==> src/rtl/serial_add_pkg.sv <==
// Shared definitions for the bit-serial adder controller: state encoding and default width.
package serial_add_pkg;

  localparam int DEFAULT_WIDTH = 8;

  typedef enum logic [1:0] {
    IDLE  = 2'd0,
    RUN   = 2'd1,
    CARRY = 2'd2,
    DONE  = 2'd3
  } state_t;

endpackage

==> src/rtl/full_adder_1b.sv <==
// One-bit full adder; purely combinational, zero latency, no flow control.
module full_adder_1b (
  input  logic x,
  input  logic y,
  input  logic ci,
  output logic s,
  output logic co
);

  assign s  = x ^ y ^ ci;
  assign co = (x & y) | (x & ci) | (y & ci);

endmodule

==> src/rtl/serial_add_ctrl.sv <==
// Bit-serial adder: one bit pair per cycle through a single full adder, LSB first.
// Latency WIDTH+1 edges from accepted start to done; start is ignored unless IDLE.
module serial_add_ctrl
  import serial_add_pkg::*;
#(
  parameter int WIDTH = DEFAULT_WIDTH
) (
  input  logic             clk,
  input  logic             rst,
  input  logic             start,
  input  logic [WIDTH-1:0] a,
  input  logic [WIDTH-1:0] b,
  input  logic             cin,
  output logic             busy,
  output logic             done,
  output logic [WIDTH:0]   sum
);

  localparam int CW = (WIDTH > 1) ? $clog2(WIDTH) : 1;
  localparam logic [CW-1:0] LAST_BIT = CW'(WIDTH - 1);

  state_t           state_q, state_d;
  logic [WIDTH-1:0] opa_q, opa_d;
  logic [WIDTH-1:0] opb_q, opb_d;
  logic             carry_q, carry_d;
  logic [CW-1:0]    cnt_q, cnt_d;
  logic [WIDTH:0]   res_q, res_d;

  logic fa_s, fa_co;
  logic shift_en, shift_bit, res_clr;

  full_adder_1b u_fa (
    .x  (opa_q[0]),
    .y  (opb_q[0]),
    .ci (carry_q),
    .s  (fa_s),
    .co (fa_co)
  );

  always_comb begin
    state_d   = state_q;
    opa_d     = opa_q;
    opb_d     = opb_q;
    carry_d   = carry_q;
    cnt_d     = cnt_q;
    shift_en  = 1'b0;
    shift_bit = 1'b0;
    res_clr   = 1'b0;
    case (state_q)
      IDLE: begin
        if (start) begin
          opa_d   = a;
          opb_d   = b;
          carry_d = cin;
          cnt_d   = '0;
          res_clr = 1'b1;
          state_d = RUN;
        end
      end
      RUN: begin
        shift_en  = 1'b1;
        shift_bit = fa_s;
        carry_d   = fa_co;
        opa_d     = opa_q >> 1;
        opb_d     = opb_q >> 1;
        // Counter parks on the last index so it never wraps inside a run.
        if (cnt_q == LAST_BIT) begin
          state_d = CARRY;
        end else begin
          cnt_d = cnt_q + 1'b1;
        end
      end
      CARRY: begin
        shift_en  = 1'b1;
        shift_bit = carry_q;
        state_d   = DONE;
      end
      DONE: begin
        state_d = IDLE;
      end
      default: begin
        state_d = IDLE;
      end
    endcase
  end

  // Right-shifting, MSB-in, enable-gated result register.
  always_comb begin
    res_d = res_q;
    if (res_clr) begin
      res_d = '0;
    end else if (shift_en) begin
      res_d = {shift_bit, res_q[WIDTH:1]};
    end
  end

  always_ff @(posedge clk) begin
    if (rst) begin
      state_q <= IDLE;
      opa_q   <= '0;
      opb_q   <= '0;
      carry_q <= 1'b0;
      cnt_q   <= '0;
      res_q   <= '0;
    end else begin
      state_q <= state_d;
      opa_q   <= opa_d;
      opb_q   <= opb_d;
      carry_q <= carry_d;
      cnt_q   <= cnt_d;
      res_q   <= res_d;
    end
  end

  assign busy = (state_q == RUN) || (state_q == CARRY);
  assign done = (state_q == DONE);
  assign sum  = res_q;

endmodule
==> config.mk <==
export PLATFORM = sky130hd
export DESIGN_NAME = serial_add_ctrl
export DESIGN_NICKNAME = d
export VERILOG_FILES = /design/src/rtl/serial_add_pkg.sv /design/src/rtl/full_adder_1b.sv /design/src/rtl/serial_add_ctrl.sv
export SDC_FILE = /design/constraint.sdc
export NUM_CORES = 1
export LEC_CHECK = 0
export BUFFER_PORTS_ARGS = -buffer_cell sky130_fd_sc_hd__buf_2
export CORE_UTILIZATION = 40
export CTS_CLUSTER_SIZE = 16
export DETAILED_ROUTE_END_ITERATION = 10
export SLEW_MARGIN = 40
export SYNTH_ARGS = -nofsm -noshare
export SYNTH_HDL_FRONTEND = slang
export SYNTH_SLANG_ARGS = --single-unit
==> constraint.sdc <==
create_clock -name clk -period 2.6 [get_ports clk]
set_input_delay 0.13 -clock clk [delete_from_list [all_inputs] [get_ports clk]]
set_output_delay 0.13 -clock clk [all_outputs]
set_load 0.1 [all_outputs]
==> out/summary.md <==
Summing the sequential cell areas from Yosys gives 40.7% of the chip area. The minimum setup slack after placement was 855 ps; the count of buffers from port buffering was 30. Die extent in y: 63.8 microns. Post-CTS timing repair inserted 0 buffers for setup. The die covers 0.00406 sq mm. The number of rows created at floorplan came out at 22. The clock period could shrink to 2050 ps. The number of hold buffers added after CTS was 0.

The count of antenna diodes in the layout is 0. For the sequential share of power, the log shows 31.9%. The tree is rooted in a sky130_fd_sc_hd__clkbuf_8. The final routed wire length divided by cell count was 11.7 microns. The worst-case IR drop observed on VDD is 562 uV. The clock-pin slew on the worst setup and hold paths is 60 ps, and the met1 routing resource usage after global routing is 16.6%. Maximum root-to-sink buffer count: 2.

For the final hold violation count, the log shows 0. The fmax was 0.488 GHz; the post-placement cell area was 0.00169 sq mm. For this run, global-route usage on met3 was measured as 5.36%.

Routability-driven placement finished with a final weighted congestion of 0.754. Global routing used 15.4% of the available tracks across all layers. Summing the areas of all and, or, nand and nor instances in the mapped netlist gives 10.9% of the synthesized area.

Summing the areas of all compound-gate instances in the mapped netlist gives 18.1% of the synthesized area. TritonCTS built the clock tree. Clock skew on the completed layout was measured at 2.90 ps.

The later pin in the worst-skew pair is clocked with a latency of 280 ps. The number of primary I/O pins is 31, and the number of filler cells placed in the layout is 349. The tightest min-delay check is of the in -> reg type.

The combinational share of power was 49.4%. The cell area after layout is 0.00179 sq mm. After technology mapping, the gate count stands at 149.

The maximum number of pins on one net before global-route repair is 34. The switching share of power came out at 42.7%. The internal portion of the total power is 1.26 mW.

Hold timing on the final database bottoms out at a slack of 92.1 ps. Wire length reported by the detailed router: 2.66 mm. The total number of clock tree sinks came out at 31. After synthesis, the largest family of logic cells by area is compound AO/OA/AOI/OAI gates.

The first global-routing pass estimated 4.80 mm of wire. The number of remaining DRC errors came out at 0. In this run the critical register-to-register path is launched from state_q[1]. The logs give 26.9% for the met2 track demand over resource in global routing and 0 for the number of endpoints failing setup at the final stage. The actual slew at the worst max-slew pin came out at 563 ps. Counting tap cells, the placed design contains a total of 220 instances. The run gives 0 as the total congestion overflow after global routing. For the area inside the core boundary, the log shows 0.00366 sq mm.

The remaining max-slew budget at the tightest pin came out at 62.5%. For this run, the number of Yosys warnings is 0. The slack of the worst reg-to-reg path is 910 ps, and the H-tree depth is 2. For the non-filler instance count after layout, the log shows 228.

After legalization and detailed placement, the total HPWL measured 1.86 mm. The remaining number of nets flagged by the antenna check after routing is 0. The critical path class is reg -> out.

The overall power after layout came out at 2.19 mW. The critical path ends at busy. The starting utilization of the core area was 41.7%; the xor and xnor area share after synthesis was 0%.

The count of cell types in the netlist was 25; the number of instances resized during post-cts repair was 0. The multiplexer share of the synthesized area was 16.7%; the portion of total power attributed to the clock network was 18.7%. Fraction of the mapped netlist area in adder cells: 7.05%.

The library cell used most frequently in the layout, excluding fill and tap cells, is sky130_fd_sc_hd__dfxtp_1. The synthesized area per cell is 10.2 sq um, and the via count normalized by instance count is 4.93. Detailed routing inserted a total of 1125 vias. The logic depth of the worst register-to-register path was 6.

The violation count after the first detailed-route iteration was 38; the maximum fanout count along the critical path was 12. The number of search-and-repair iterations in the first detailed-routing pass is 4. Dividing total power by cell area gives a power density of 1230 mW/mm^2. The final setup slack of the worst path was 552 ps; the net switching component of the power was 936 uW.

Data arrives at the worst endpoint at 1920 ps. The flop and latch count out of synthesis was 31; the utilization after layout was 48.8%. For the sum of negative setup slack, the log shows 0 ps. In this run the static leakage power is 0.760 nW. The net count of the finished layout is 207. In this run the critical register-to-register path is captured at opb_q[4]. The area growth from synthesis to layout is 17.1%. Setup repair after global routing left no endpoint under its margin.

Tracing the worst setup path back leads to its startpoint at state_q[0]. The layer flagged by global routing as most heavily used is met2. The run finished with clean final reports. STA classifies the critical path endpoint as an output port. For the worst setup path, the data required time is 2470 ps.

Synthesis produced a netlist with a net count of 177. The max-cap check violation count was 0; the final period utilization was 78.8%. STA classifies the critical path startpoint as a register. Measured along the x axis, the die boundary spans 63.8 microns. The total count of max-transition violations in the final report is 0, and the number of global-route vias before repair is 1127.

The layout cell share with drive strength beyond 1 works out to 28.9%. The cell area that synthesis handed to floorplanning was 0.00153 sq mm. Leaving out fill and tap cells, the most frequent cells in the layout are sky130_fd_sc_hd__dfxtp_1 (31), sky130_fd_sc_hd__buf_2 (30), sky130_fd_sc_hd__nor2_1 (28). The tools report the number of buffers created by CTS as 5. The tools report the initial antenna violation count as 0.
-- how the worst min path moves through the flow --
stage                     slack, ps  endpoint  cells past startpoint  startpoint
after global routing            110  opa_q[7]                      3        a[7]
final                            90  opb_q[7]                      3        b[7]
after detailed placement        390  opb_q[7]                      3        b[7]
after global placement          370  opa_q[7]                      3        a[7]
after floorplan                 240  cnt_q[0]                      1         rst
after CTS                        90  opb_q[7]                      3        b[7]
-- state kept, by name, indices dropped and copies added, names as in the netlist --
register	cells
cnt_q	3
state_q	2
opa_q	8
carry_q	1
opb_q	8
sum	9
-- kinds of logic (layout without fill, tap and decap cells) --
group	count (synthesis)	in the layout
adders and majority gates	8	8
AOI/OAI and AO/OA	29	29
muxes	25	25
and+or+nand+nor	38	38
buffers and inverters	18	49
DFF	31	31
-- critical path, stage by stage (launching register included) --
cell and delay (ps):
sky130_fd_sc_hd__dfxtp_1 380, sky130_fd_sc_hd__inv_1 100, sky130_fd_sc_hd__ha_1 620, sky130_fd_sc_hd__buf_2 520
-- routing by layer --
| layer | vias to the layer above | share of wire, % |
|---|---|---|
| li1 | 581 | - |
| met4 | 0 | 2.2 |
| met5 | - | 0 |
| met1 | 513 | 46 |
| met3 | 7 | 5.0 |
| met2 | 24 | 47 |
-- power by group through the flow --
stage / sequential [mW] / combinational, mW / clock, mW
finish: 0.699 / 1.08 / 0.410
global route: 0.718 / 1.20 / 0.448
CTS: 0.699 / 1.10 / 0.424
detailed placement: 0.710 / 1.09 / 0
global placement: 0.701 / 1.06 / 0
floorplan: 0.762 / 0.927 / 0
-- layout make-up --
type	count	area [sq um]	share of cell area, %
Inverter	9	33.8	1.89
Multi-Input combinational cell	100	806	45.1
Clock buffer	8	100	5.61
Tap cell	48	60.1	3.36
Sequential cell	31	621	34.8
Timing Repair Buffer	32	165	9.25
-- synth_stat cells (all sizes together) --
| library cell | count | share of area, % |
|---|---|---|
| buf | 8 | 4.0 |
| a21o | 2 | 0.98 |
| nand3 | 1 | 0.33 |
| a21oi | 3 | 0.98 |
| inv | 9 | 2.2 |
| a311oi | 2 | 1.1 |
| o32ai | 3 | 1.7 |
| nand2 | 1 | 0.25 |
| fa | 1 | 1.3 |
| mux2 | 1 | 0.98 |
| dfxtp | 31 | 41 |
| and2 | 1 | 0.41 |
| a22oi | 4 | 2.0 |
| a211oi | 15 | 11 |
| mux2i | 24 | 16 |
| clkbuf | 1 | 0.25 |
| ha | 7 | 5.7 |
| nor2b | 2 | 0.82 |
| and3b | 1 | 0.57 |
| nand2b | 4 | 1.6 |
| nor2 | 28 | 6.9 |
(Power assumes the default switching activity.)
